<file path="config.mk">
export PLATFORM = sky130hd
export DESIGN_NAME = muldiv_sequencer
export DESIGN_NICKNAME = d
export VERILOG_FILES = /design/src/rtl/muldiv_pkg.sv /design/src/rtl/muldiv_datapath.sv /design/src/rtl/muldiv_sequencer.sv
export SDC_FILE = /design/constraint.sdc
export NUM_CORES = 1
export LEC_CHECK = 0
export CELL_PAD_IN_SITES_DETAIL_PLACEMENT = 1
export CELL_PAD_IN_SITES_GLOBAL_PLACEMENT = 2
export CORE_ASPECT_RATIO = 0.7
export CORE_MARGIN = 5
export CORE_UTILIZATION = 31
export DETAILED_ROUTE_END_ITERATION = 8
export GPL_ROUTABILITY_DRIVEN = 1
export HOLD_SLACK_MARGIN = 0.08
export PLACE_DENSITY = 0.81
export SLEW_MARGIN = 20
export SYNTH_ARGS = -nofsm -noshare
export SYNTH_HDL_FRONTEND = slang
export SYNTH_SLANG_ARGS = --single-unit
</file>
<file path="constraint.sdc">
create_clock -name clk -period 3.5 [get_ports clk]
set_input_delay 0.525 -clock clk [delete_from_list [all_inputs] [get_ports clk]]
set_output_delay 0.525 -clock clk [all_outputs]
set_load 0.05 [all_outputs]
</file>
<file path="src/rtl/muldiv_pkg.sv">
// Shared encodings for the iterative multiply/divide unit.
package muldiv_pkg;

    localparam int unsigned DefaultWidth = 32;

    typedef enum logic [1:0] {
        OP_MULTU = 2'b00,
        OP_MULT  = 2'b01,
        OP_DIVU  = 2'b10,
        OP_DIV   = 2'b11
    } op_e;

    typedef enum logic [1:0] {
        StIdle = 2'b00,
        StCalc = 2'b01,
        StFix  = 2'b10,
        StDone = 2'b11
    } state_e;

endpackage

</file>
<file path="src/rtl/muldiv_datapath.sv">
// Shift-add multiply / restoring divide datapath, one bit per step, with final sign fix.
module muldiv_datapath
    import muldiv_pkg::*;
#(
    parameter int unsigned WIDTH = DefaultWidth
) (
    input  logic             clk,
    input  logic             rst,
    input  logic             load,
    input  logic             step,
    input  logic [1:0]       op,
    input  logic [WIDTH-1:0] src_a,
    input  logic [WIDTH-1:0] src_b,
    output logic [WIDTH-1:0] res_hi,
    output logic [WIDTH-1:0] res_lo
);

    // Multiply: acc = {partial product, remaining multiplier bits}.
    // Divide:   acc = {remainder, dividend bits shifting into quotient}.
    logic [2*WIDTH-1:0] acc, acc_next;
    logic [WIDTH-1:0]   opb;
    logic               is_div, neg_q, neg_r;

    logic               signed_op, sign_a, sign_b;
    logic [WIDTH-1:0]   mag_a, mag_b;
    logic [WIDTH:0]     mul_sum;
    logic [WIDTH:0]     div_shift;
    logic               div_ge;
    logic [WIDTH-1:0]   div_rem;
    logic [2*WIDTH-1:0] prod_fixed;

    always_comb begin
        signed_op = (op == OP_MULT) || (op == OP_DIV);
        sign_a    = signed_op & src_a[WIDTH-1];
        sign_b    = signed_op & src_b[WIDTH-1];
        mag_a     = sign_a ? -src_a : src_a;
        mag_b     = sign_b ? -src_b : src_b;
    end

    always_comb begin
        acc_next  = acc;
        mul_sum   = {1'b0, acc[2*WIDTH-1:WIDTH]} + (acc[0] ? {1'b0, opb} : '0);
        // Compare at WIDTH+1 bits so a divisor with its MSB set is handled.
        div_shift = {acc[2*WIDTH-1:WIDTH], acc[WIDTH-1]};
        div_ge    = div_shift >= {1'b0, opb};
        div_rem   = div_ge ? (div_shift[WIDTH-1:0] - opb) : div_shift[WIDTH-1:0];
        if (is_div) begin
            acc_next = {div_rem, acc[WIDTH-2:0], div_ge};
        end else begin
            acc_next = {mul_sum, acc[WIDTH-1:1]};
        end
    end

    always_ff @(posedge clk or negedge rst) begin
        if (!rst) begin
            acc    <= '0;
            opb    <= '0;
            is_div <= 1'b0;
            neg_q  <= 1'b0;
            neg_r  <= 1'b0;
        end else if (load) begin
            is_div <= op[1];
            neg_q  <= sign_a ^ sign_b;
            neg_r  <= sign_a;
            if (op[1]) begin
                acc <= {{WIDTH{1'b0}}, mag_a};
                opb <= mag_b;
            end else begin
                acc <= {{WIDTH{1'b0}}, mag_b};
                opb <= mag_a;
            end
        end else if (step) begin
            acc <= acc_next;
        end
    end

    always_comb begin
        prod_fixed = neg_q ? -acc : acc;
        if (is_div) begin
            res_lo = neg_q ? -acc[WIDTH-1:0] : acc[WIDTH-1:0];
            res_hi = neg_r ? -acc[2*WIDTH-1:WIDTH] : acc[2*WIDTH-1:WIDTH];
        end else begin
            res_lo = prod_fixed[WIDTH-1:0];
            res_hi = prod_fixed[2*WIDTH-1:WIDTH];
        end
    end

endmodule

</file>
<file path="src/rtl/muldiv_sequencer.sv">
// Multi-cycle MULT/DIV controller: FSM, iteration counter, pipeline stall and HI/LO registers.
module muldiv_sequencer
    import muldiv_pkg::*;
#(
    parameter int unsigned WIDTH = DefaultWidth
) (
    input  logic             clk,
    input  logic             rst,
    input  logic             start,
    input  logic [1:0]       op,
    input  logic [WIDTH-1:0] src_a,
    input  logic [WIDTH-1:0] src_b,
    input  logic             flush,
    input  logic             mt_hi,
    input  logic             mt_lo,
    input  logic [WIDTH-1:0] mt_data,
    output logic             stall,
    output logic             busy,
    output logic             done,
    output logic             div_by_zero,
    output logic [WIDTH-1:0] hi,
    output logic [WIDTH-1:0] lo
);

    localparam int unsigned CntW = (WIDTH > 1) ? $clog2(WIDTH) : 1;
    localparam logic [CntW-1:0] LastCnt = CntW'(WIDTH - 1);

    state_e           state;
    logic [CntW-1:0]  cnt;
    logic             accept, is_div, zero_div;
    logic [WIDTH-1:0] res_hi, res_lo;

    always_comb begin
        accept   = (state == StIdle) && start && !flush;
        is_div   = (op == OP_DIVU) || (op == OP_DIV);
        zero_div = is_div && (src_b == '0);
        stall    = accept || (state == StCalc) || (state == StFix);
    end

    muldiv_datapath #(
        .WIDTH (WIDTH)
    ) u_datapath (
        .clk    (clk),
        .rst    (rst),
        .load   (accept && !zero_div),
        .step   (state == StCalc),
        .op     (op),
        .src_a  (src_a),
        .src_b  (src_b),
        .res_hi (res_hi),
        .res_lo (res_lo)
    );

    always_ff @(posedge clk or negedge rst) begin
        if (!rst) begin
            state       <= StIdle;
            cnt         <= '0;
            busy        <= 1'b0;
            done        <= 1'b0;
            div_by_zero <= 1'b0;
            hi          <= '0;
            lo          <= '0;
        end else begin
            done        <= 1'b0;
            div_by_zero <= 1'b0;
            if ((state == StIdle) || (state == StDone)) begin
                if (mt_hi) hi <= mt_data;
                if (mt_lo) lo <= mt_data;
            end
            unique case (state)
                StIdle: begin
                    if (accept) begin
                        // Div-by-zero result overrides a same-cycle MT write.
                        if (zero_div) begin
                            state       <= StDone;
                            done        <= 1'b1;
                            div_by_zero <= 1'b1;
                            hi          <= src_a;
                            lo          <= '1;
                        end else begin
                            state <= StCalc;
                            busy  <= 1'b1;
                            cnt   <= '0;
                        end
                    end
                end
                StCalc: begin
                    if (flush) begin
                        state <= StIdle;
                        busy  <= 1'b0;
                    end else if (cnt == LastCnt) begin
                        state <= StFix;
                    end else begin
                        cnt <= cnt + 1'b1;
                    end
                end
                StFix: begin
                    state <= flush ? StIdle : StDone;
                    busy  <= 1'b0;
                    if (!flush) begin
                        hi   <= res_hi;
                        lo   <= res_lo;
                        done <= 1'b1;
                    end
                end
                StDone: state <= StIdle;
                default: state <= StIdle;
            endcase
        end
    end

endmodule
</file>
## Yosys cells after proc, flatten, opt, wreduce, memory -nomap -nowiden

Cells that the tools add are included.

| cells by class | value |
|---|---|
| $lt $le $gt $ge | 1 |
| equal/unequal tests | 13 |
| reduce and logical (&&, ||, !) cells | 19 |
| bitwise gates (word level) | 3 |
| add/subtract/negate cells | 8 |
| mux-type cells | 46 |

Operators with widths:

| cell | count |
|---|---|
| $mux W32 | 20 |
| $mux W64 | 4 |
| $neg A32 Y32 | 4 |
| $pmux W32 S2 | 2 |
| $neg A64 Y64 | 1 |
| $add A32 B33 Y33 | 1 |
| $ge A33 B32 Y1 | 1 |
| $logic_not A32 Y1 | 1 |
| $sub A32 B32 Y32 | 1 |
| $mux W5 | 4 |
| $mux W2 | 5 |
| $ne A2 B2 Y1 const B | 5 |
| $pmux W5 S2 | 1 |
| $eq A2 B2 Y1 const B | 4 |
| $pmux W2 S4 | 1 |
| $mux W1 | 7 |
| $add A5 B1 Y5 const B | 1 |
| $eq A5 B5 Y1 const B | 1 |
| $logic_or A1 B1 Y1 | 5 |
| $reduce_and A5 Y1 | 1 |
| $eq A2 B1 Y1 const B | 2 |
| $logic_and A1 B1 Y1 | 4 |
| $reduce_and A4 Y1 | 1 |
| $reduce_bool A2 Y1 | 2 |
| other kinds (9) | 11 |

| storage, ports and cells | value |
|---|---|
| flip-flop bits (word level) | 173 |
| logic and storage cells | 102 |
| output and inout port bits | 68 |

## Logic depth before layout (Yosys ltp)

Gate-level depths: netlist (run 1).

| logic depth | value |
|---|---|
| word-level depth | 6 |
| gate-level depth with buffers | 14 |

## Modules after synthesis

From an unflattened synthesis (run 1), not the netlist that was laid out.

| second synthesis, totals | value |
|---|---|
| cells, all modules | 2064 |
| area total of the unflattened synthesis | 15736.3 um2 |

By module, submodules not included:

| module | area each (um2) | times used | cells an instance | seq. area each (um2) |
|---|---|---|---|---|
| muldiv_datapath | 11833.8 | 1 | 1627 | 2477.4 |
| muldiv_sequencer | 3902.5 | 1 | 437 | 1851.8 |

## Worst setup path after synthesis (run 1)

No wires, ideal clock.

| timing path | value |
|---|---|
| path kind | in2reg |
| from | input src_b[13] |
| to | register hi[19] |
| data required time | 3347 ps |
| setup slack | 204 ps |
| data arrival time | 3143 ps |
| buffers on the path | 3 |
| library setup time | 153 ps |
| stages on the path | 10 |
| path through | or4_4 or4_4 or4_1 buf_2 nor4_4 nand4b_4 buf_6 buf_6 o211ai_2 o221ai_1 |

| between the ends | value |
|---|---|
| word-level cells in the longest chain between the ends | 5 |

Ends and longest elaborated chain:

| item | line | source |
|---|---|---|
| start: declaration | muldiv_sequencer.sv:12 | `input logic [WIDTH-1:0] src_b,` |
| $logic_not A32 Y1 | muldiv_sequencer.sv:36 | `zero_div = is_div && (src_b == '0);` |
| $logic_and A1 B1 Y1 | muldiv_sequencer.sv:36 |  |
| $mux W32 | muldiv_sequencer.sv:74 | `if (zero_div) begin` |
| $mux W32 | muldiv_sequencer.sv:72 | `if (accept) begin` |
| $pmux W32 S2 | muldiv_sequencer.sv:70 | `unique case (state)` |
| end signal: assignment | muldiv_sequencer.sv:67 | `if (mt_hi) hi <= mt_data;` |
| end signal: assignment | muldiv_sequencer.sv:78 | `hi <= src_a;` |
| end signal: assignment | muldiv_sequencer.sv:101 | `hi <= res_hi;` |
| end: declaration | muldiv_sequencer.sv:21 | `output logic [WIDTH-1:0] hi,` |

Every way passes these cells.
A chain may end at the register's enable or synchronous reset.

## Worst setup path after layout (run 1)

| timing path | value |
|---|---|
| from | register u_datapath.acc[0] |
| to | register u_datapath.acc[63] |

| between the ends | value |
|---|---|
| word-level cells in the longest chain between the ends | 5 |

Ends and longest elaborated chain:

| item | line | source |
|---|---|---|
| start: declaration | muldiv_datapath.sv:20 | `logic [2*WIDTH-1:0] acc, acc_next;` |
| start signal: assignment | muldiv_datapath.sv:66 | `acc <= {{WIDTH{1'b0}}, mag_a};` |
| start signal: assignment | muldiv_datapath.sv:69 | `acc <= {{WIDTH{1'b0}}, mag_b};` |
| start signal: assignment | muldiv_datapath.sv:73 | `acc <= acc_next;` |
| $mux W32 | muldiv_datapath.sv:42 | `mul_sum = {1'b0, acc[2*WIDTH-1:WIDTH]} + (acc[0] ? {1'b0, opb} : '0);` |
| $add A32 B33 Y33 | muldiv_datapath.sv:42 |  |
| $mux W64 | muldiv_datapath.sv:47 | `if (is_div) begin` |
| $mux W64 | muldiv_datapath.sv:72 | `end else if (step) begin` |
| $mux W64 | muldiv_datapath.sv:61 | `end else if (load) begin` |

Every way passes these cells. The select of a mux whose other input is x is not followed.

==> results by stage, run 1 <==
Outcome:
- The run finished, with violations left.
- The checks that failed: negative setup slack.

Floorplan:
- The die covers 0.0570 mm^2.
- 172 I/O pins were placed.
- The floorplan has 70 rows.
- The die is 283 um wide.
- For this configuration, the core starts out at a cell density of 0.312.
- The area of the core is 0.0520 mm^2.
- The die is 201 um tall.

Critical path:
- Broken down by cell family, the worst path's largest delay share belongs to compound AO/OA/AOI/OAI gates.
- The critical path's largest stage delay is 480 ps.
- STA classifies the critical path startpoint as a flop.
- Walking the worst path, the cells encountered are buf_6 -> and2_4 -> ha_4 -> inv_2 -> fa_2 -> nor2b_2 -> o31a_1 -> o31a_1 -> a311o_2 -> a211o_1 -> and2_4 -> a221o_1 -> a31oi_2 -> a211oi_2.
- By startpoint and endpoint, the worst setup path is classified as reg2reg.
- At the worst endpoint, the required time is 3830 ps.
- Together, buffers and inverters on the worst path number 2.
- STA classifies the critical path endpoint as a flop.
- Of all nets on the critical path, the largest fanout is 3.
- The slowest stage of the critical path is the a311o_2 cell.
- For the worst setup path, the data arrival time is 3850 ps.

Global routing:
- The total track usage is 0.261.
- The first-pass GRT wire length is 115000 um.
- The total congestion overflow after global routing is 0.
- The via count of the first global-routing pass is 17600.
- The number of antenna violations at the first check in global routing is 1.
- The pin count of the biggest net entering global routing is 115.

STA:
- The post-route minimum period is 3520 ps.
- Setup violations remaining at the end of the flow were counted as 1.
- Clock skew on the completed layout was measured at 15.9 ps.
- Setup repair after global routing could not meet its margin everywhere.
- The total count of max-transition violations in the final report is 0.
- At the pin with the least slew margin, the transition time is 1070 ps.
- After routing, the total negative slack on setup checks comes to -23.4 ps.
- Once routing completed, OpenROAD measured the worst setup slack at -23.4 ps.
- The final hold violation count is 0.
- The headroom to the max-slew limit is 0.286.
- Of the available clock period, the critical path in the final layout requires 1.01.
- The highest attainable clock frequency is 284 MHz.

Logic synthesis:
- The xor-xnor portion of the synthesized cell area is 0.0897.
- The arithmetic-cell share of the synthesized area counting full adders, half adders and majority gates is 0.0596.
- Counting flops with an async set or reset pin after synthesis yields a share of 1.00.
- The post-synthesis mux area share is 0.0742.
- For this run, the number of Yosys warnings is 0.
- The number of enable-type register cells in the synthesized netlist is 0.
- The number of cells produced by synthesis is 2030.
- By count the netlist is led by 207 x nand2_1, 187 x nor2_1, 173 x dfrtp_1, 153 x o21ai_0, 149 x a21oi_1.
- By area the synthesized netlist is led by dfrtp_1 27%, mux2i_1 6.8%, ha_1 5.7%.
- The cell taking the most area after synthesis is dfrtp_1.
- When the netlist entered floorplanning its net count stood at 2210.
- The flip-flop and latch count after synthesis is 173.
- The most used flip-flop cell after synthesis is dfrtp_1.
- The register area share after synthesis is 0.267.
- Among all cell types in the netlist, the one instantiated most often is nand2_1.
- The unique cell type count in the Yosys netlist is 78.
- The synthesized cell area is 0.0162 mm^2.
- The dominant combinational cell family by area after synthesis is compound AO/OA/AOI/OAI gates.
- The fraction of the mapped netlist area in simple logic gates is 0.176.
- The area fraction in compound gates after synthesis is 0.281.
- The share of Yosys cell area claimed by the top area cell type is 0.267.
- In this run the mean area of a mapped cell was 7.99 um^2.

Routing:
- Summed over all layers, the routed wires come to 77900 um.
- Detailed routing inserted a total of 18100 vias.
- After detailed routing, the number of remaining DRC violations is 0.
- The number of DRC markers in iteration 0 is 2030.
- The final antenna-violating net count is 0.
- The number of optimization iterations in the first detailed-route pass is 5.
- In the final routed layout, each cell accounts on average for 25.7 um.
- After detailed routing, the number of vias per cell comes to 5.96.

Clock tree:
- The clock latency at the later pin of the worst-skew pair is 470 ps.
- TritonCTS built the clock tree.
- The master cell of the clock root buffer is clkbuf_16.
- The clock drives 173 sinks.
- The number of hold buffers added after CTS is 0.
- The total clock buffers created by CTS is 17.
- The level count of the clock H-tree is 4.
- The buffer depth of the longest clock path is 2.
- Clock-pin slew was measured on the worst setup and hold paths at 80 ps.

Final layout:
- The filler cells instantiated in the layout total 6254.
- The layout cell share with drive strength beyond 1 is 0.161.
- The multi-input combinational cells in the finished layout cover a total of 0.0112 mm^2.
- From synthesis to final layout, the design area changed by 30.1%.
- The final standard cell count with taps included and fillers excluded is 3033.
- The final layout contains 2515 nets.
- The sequential cell area in the final layout is 0.00433 mm^2.

Pwr:
- The static leakage power is 9.12 nW.
- VDD sags by at most 0.382 mV.
- The total power per unit cell area is 1120 mW/mm^2.

Placed design:
- The routability-driven placement congestion ratio is 0.936.
- The half-perimeter wire length after placement is 62300 um.
- The quantity of I/O buffers inserted on ports is 171.
- In this run, placement finished with an instance count of 2991.

Hold path:
- The worst min-delay path class is in2async.

Flow run:
- The max-capacitance violation count is 0.
[state kept, by name (all words and copies together), names as in the netlist]
register	cells
lo	32
u_datapath.acc	64
state	2
hi	32
u_datapath.is_div	1
u_datapath.neg_q	1
u_datapath.neg_r	1
done	1
busy	1
div_by_zero	1
cnt	5
u_datapath.opb	32
[cell type report]
class                   instances  share of cell area
multi-input cells            1649               0.532
flip-flops and latches        173               0.205
repair buffers                427               0.182
well taps                     684              0.0406
clock buffers                  17              0.0202
inverters                      67              0.0119
clock inverters                15             0.00831
diodes                          1            0.000119
[metal layers]
layer | wire length (um) | track usage
met4 | 1500 | 0.0564
met5 | 0 | 0
met2 | 31100 | 0.359
met1 | 38400 | 0.410
met3 | 6860 | 0.0608
[power breakdown]
| part | switching, mW | leakage (nW) | internal, mW | total [mW] |
|---|---|---|---|---|
| clock network | 1.04 | 0.288 | 1.02 | 2.07 |
| registers | 0.914 | 2.10 | 2.99 | 3.91 |
| logic | 11.0 | 6.73 | 6.72 | 17.7 |
[placed cells by master (no fill, tap or decap), types with 28 or more instances in the layout]
cell               n
clkdlybuf4s50_1  168
nand2_1          206
nor2_1           185
dfrtp_1          172
nand3_1           40
xor2_1            73
inv_1             64
mux2i_1          110
buf_4            240
o221ai_1          52
ha_1              71
o21ai_0          150
o211ai_1          77
xnor2_1           91
a21oi_1          146
a21o_1            37
nor3_1            28
[timing repair]
item / CTS / global route
buffers inserted: 0 / 6
setup endpoints to repair: 8 / 37
cloned: 0 / 3
resized for setup: 5 / 35
pin swaps: 5 / 11
[worst paths after layout]
check	cells after the start	slack (ps)	end	from
worst max-delay path	14	-20	u_datapath.acc[63]	u_datapath.acc[0]
worst min-delay path	1	100	lo[0]	rst
worst max register to register	14	-20	u_datapath.acc[63]	u_datapath.acc[0]
worst min register to register	2	510	u_datapath.opb[21]	u_datapath.opb[21]
max in group asynchronous	2	2480	u_datapath.acc[7]	rst
min in group clk	2	510	u_datapath.opb[21]	u_datapath.opb[21]
[kinds of logic after synthesis]
| logic type | count (synthesis) |
|---|---|
| mux | 119 |
| flops | 173 |
| xor+xnor | 166 |
| compound gates | 676 |
| buf+inv | 208 |
| simple gates | 612 |
| fa+ha+maj | 76 |
[metrics by stage]
stage | worst slack [ps] | total power, mW | instance area [um^2] | hold slack [ps] | util
3_5_place_dp | -406 | 21.0 | 20200 | 493 | 0.388
4_1_cts | -41.6 | 23.2 | 20800 | 126 | 0.400
3_3_place_gp | -336 | 20.5 | 20200 | 470 | 0.388
6_report | -23.4 | 23.7 | 21100 | 95.0 | 0.405
2_1_floorplan | 204 | 14.4 | 16200 | 229 | -
5_1_grt | -116 | 25.0 | 21100 | 146 | 0.405
Note: power is estimated with default switching activity, not from simulation.
==> inputs of run 2 (changes only) <==
Settings changed: PLACE_DENSITY 0.81 to unset, PLACE_DENSITY_LB_ADDON set to 0.08.
==> results by stage, run 2 (synthesis gave the netlist of run 1 again) <==
Outcome:
- The flow ran to the end, but the final reports show violations.
- The final reports fail on negative setup slack.

Clock tree:
- The clock latency at the later pin of the worst-skew pair was 480 ps (about the same).
- The clock transition time at the flip-flop clock pins of the worst setup and hold paths is 90 ps (about the same).
- The buffer depth of the longest clock path is 2 (unchanged).
- The tree is rooted in a clkbuf_16.
- The total clock buffers created by CTS is 17 (unchanged).
- The level count of the clock H-tree is 4 (unchanged).
- The clock net sink count came to 173 (unchanged).
- TritonCTS built the clock tree.

Global routing:
- The pin count of the biggest net entering global routing is 76 (-34%).
- The number of antenna violations at the first check in global routing is 2 (+1).
- The via count of the first global-routing pass is 17700 (+0.68%).
- The total track usage was 0.288 (+0.0268).
- The first-pass GRT wire length is 123000 um (+6.8%).
- The total congestion overflow after global routing was 0 (unchanged).

Final layout:
- The most common cell after layout, fill and taps aside is buf_4.
- The layout cell share with drive strength beyond 1 is 0.187 (+0.0258).
- The count of fill cells added during filler insertion was 6184 (-1.1%).
- The cell area after layout is 0.0216 mm^2 (+2.5%).
- From synthesis to final layout, the design area changed by 33.3%.
- The sequential cell area in the final layout is 0.00433 mm^2 (unchanged).
- The number of nets at the end of the flow is 2576 (+2.4%).
- Leaving out fill and tap cells, the most frequent cells in the layout are 301 x buf_4, 207 x nand2_1, 185 x nor2_1, 172 x dfrtp_1, 168 x clkdlybuf4s50_1.
- The area occupied by multi-input gates came to 0.0113 mm^2 (+0.76%).
- The register containing the most flip-flops in the final layout is u_datapath.acc.
- The number of flip-flops under the largest register name is 64 (unchanged).

STA:
- The final hold violation count is 0 (unchanged).
- Setup repair after global routing could not meet its margin everywhere.
- The setup-violating endpoint count in the final report is 1 (unchanged).
- The slew at the pin with the worst max-slew slack is 1090 ps (+23.8 ps).
- The highest attainable clock frequency is 279 MHz (-1.7%).
- The worst hold slack is 491 ps (+396 ps).
- The final period utilization came to 1.02 (+0.0170).
- The minimum setup slack in the final design is -83.0 ps (-59.6 ps).
- The worst setup skew after layout is 17.4 ps (+1.53 ps).
- The total count of max-transition violations in the final report was 0 (unchanged).
- The post-route minimum period is 3580 ps (+59.6 ps).
- The headroom to the max-slew limit came to 0.269 (-0.0174).

Routing:
- The mean number of vias per cell is 5.83 (-2.1%).
- The number of optimization iterations in the first detailed-route pass is 5 (unchanged).
- The number of DRC markers in iteration 0 is 1639 (-19%).
- The final antenna-violating net count is 0 (unchanged).
- The count of vias placed by the detailed router is 18000 (-0.13%).
- The mean routed wirelength per cell is 27.7 um (+7.9%).
- The count of unresolved DRC violations after routing was 0 (unchanged).
- The overall routed net length is 85800 um (+10%).

Critical path:
- The critical path data arrival time came to 3910 ps (+60 ps).
- The critical path goes through buf_6 -> and2_4 -> ha_4 -> inv_2 -> fa_2 -> nor2b_2 -> o31a_1 -> o31a_1 -> a311o_2 -> a211o_1 -> and2_4 -> a221o_1 -> a31oi_1 -> a211oi_1.
- The top cell family by delay on the critical path is compound AO/OA/AOI/OAI gates.
- The top fanout value on the critical path is 4 (+1).
- The nature of the critical path startpoint is a flop.
- In this run the critical register-to-register path is captured at u_datapath.acc[63].
- The critical path capture point type is a flop.
- The setup path with the least slack is of type reg2reg.
- The slowest stage of the critical path is the a311o_2 cell.
- The worst reg2reg path depth is 14 (unchanged).
- The total buffers and inverters traversed by the critical path is 2 (unchanged).
- The data required time of the critical path is 3830 ps (about the same).
- The worst reg-to-reg setup slack is -80 ps (-60 ps).
- The critical register-to-register path startpoint is u_datapath.acc[0].
- The critical path's largest stage delay is 540 ps (+60 ps).

Pwr:
- The worst IR drop on VDD is 0.393 mV (+2.9%).
- The total design power is 25.1 mW (+5.7%).
- The total power per unit cell area is 1160 mW/mm^2 (+3.1%).
- The static leakage power is 9.45 nW (+3.6%).

Flow run:
- The max-capacitance violation count is 0 (unchanged).

Placed design:
- The half-perimeter wire length after placement came to 69400 um (+11%).
- The routability-driven placement congestion ratio is 0.917 (-2.0%).
- The quantity of I/O buffers inserted on ports was 171 (unchanged).
- The placement-stage cell area is 0.0206 mm^2 (+2.1%).

Floorplan:
- The count of standard-cell rows is 70 (unchanged).
- The horizontal extent of the die is 283 um (unchanged).
- The full die area is 0.0570 mm^2 (unchanged).
- The die extent in y came to 201 um (unchanged).
- The I/O pin total is 172 (unchanged).
- The initial core utilization is 0.312 (unchanged).
- The area of the core is 0.0520 mm^2 (unchanged).

Hold path:
- The sink of the worst hold path is u_datapath.opb[27].
- The critical hold path startpoint is u_datapath.opb[27].
- The min-delay analysis places its worst path in the category reg2reg.
- The depth of the worst hold-timing path is 2.
## run 2: area by class of cell
cell class	instances	share of cell area
clock buffers	17	0.0197
well taps	684	0.0396
diodes	1	0.000116
clock inverters	15	0.00689
repair buffers	488	0.199
inverters	67	0.0118
flip-flops and latches	173	0.201
multi-input cells	1649	0.523
## run 2: how the worst max path moves through the flow
stage | startpoint | to | slack (ps) | depth (start not counted)
3_5_place_dp | src_b[13] | hi[4] | -450 | 10
4_1_cts | u_datapath.acc[0] | u_datapath.acc[63] | -90 | 14
6_report | u_datapath.acc[0] | u_datapath.acc[63] | -80 | 14
5_1_grt | u_datapath.acc[0] | u_datapath.acc[61] | -120 | 14
3_3_place_gp | src_b[13] | hi[30] | -410 | 11
2_1_floorplan | src_b[13] | hi[19] | 200 | 10
## run 2: timing repair
action	in CTS	in global routing
gates cloned	0	3
setup endpoints to repair	9	38
resized for setup	19	41
hold endpoints to repair	47	0
hold buffers	1	0
buffers inserted	4	3
pin swaps	11	17
## run 2: routing by layer
| metal | share of wire | global-route usage | up-vias |
|---|---|---|---|
| li1 | - | - | 8214 |
| met1 | 0.51 | 0.456 | 9051 |
| met2 | 0.37 | 0.373 | 703 |
| met3 | 0.10 | 0.0952 | 74 |
| met4 | 0.016 | 0.0518 | 6 |
| met5 | 0.0012 | 0.00917 | - |
## run 2: power by group
part | leakage (nW) | switching, mW | internal [mW]
logic | 7.07 | 11.8 | 7.32
clock network | 0.284 | 1.05 | 0.947
registers | 2.10 | 0.903 | 2.99
## run 2: worst register-to-register path, cell delays in order, from the launching register on
cell	delay (ps)
dfrtp_1	430
buf_6	140
and2_4	130
ha_4	150
inv_2	50
fa_2	210
nor2b_2	50
o31a_1	280
o31a_1	360
a311o_2	550
a211o_1	330
and2_4	160
a221o_1	310
a31oi_1	200
a211oi_1	80
## run 2: through the flow
step                worst slack (ps)  setup TNS, ps   util  instances
floorplan                        204              0      -       2030
CTS                            -85.8           -123  0.409       3087
global route                    -121           -425  0.415       3093
global placement                -405         -33430  0.396       3050
finish                         -83.0          -83.0  0.415       3094
detailed placement              -447         -39630  0.396       3050
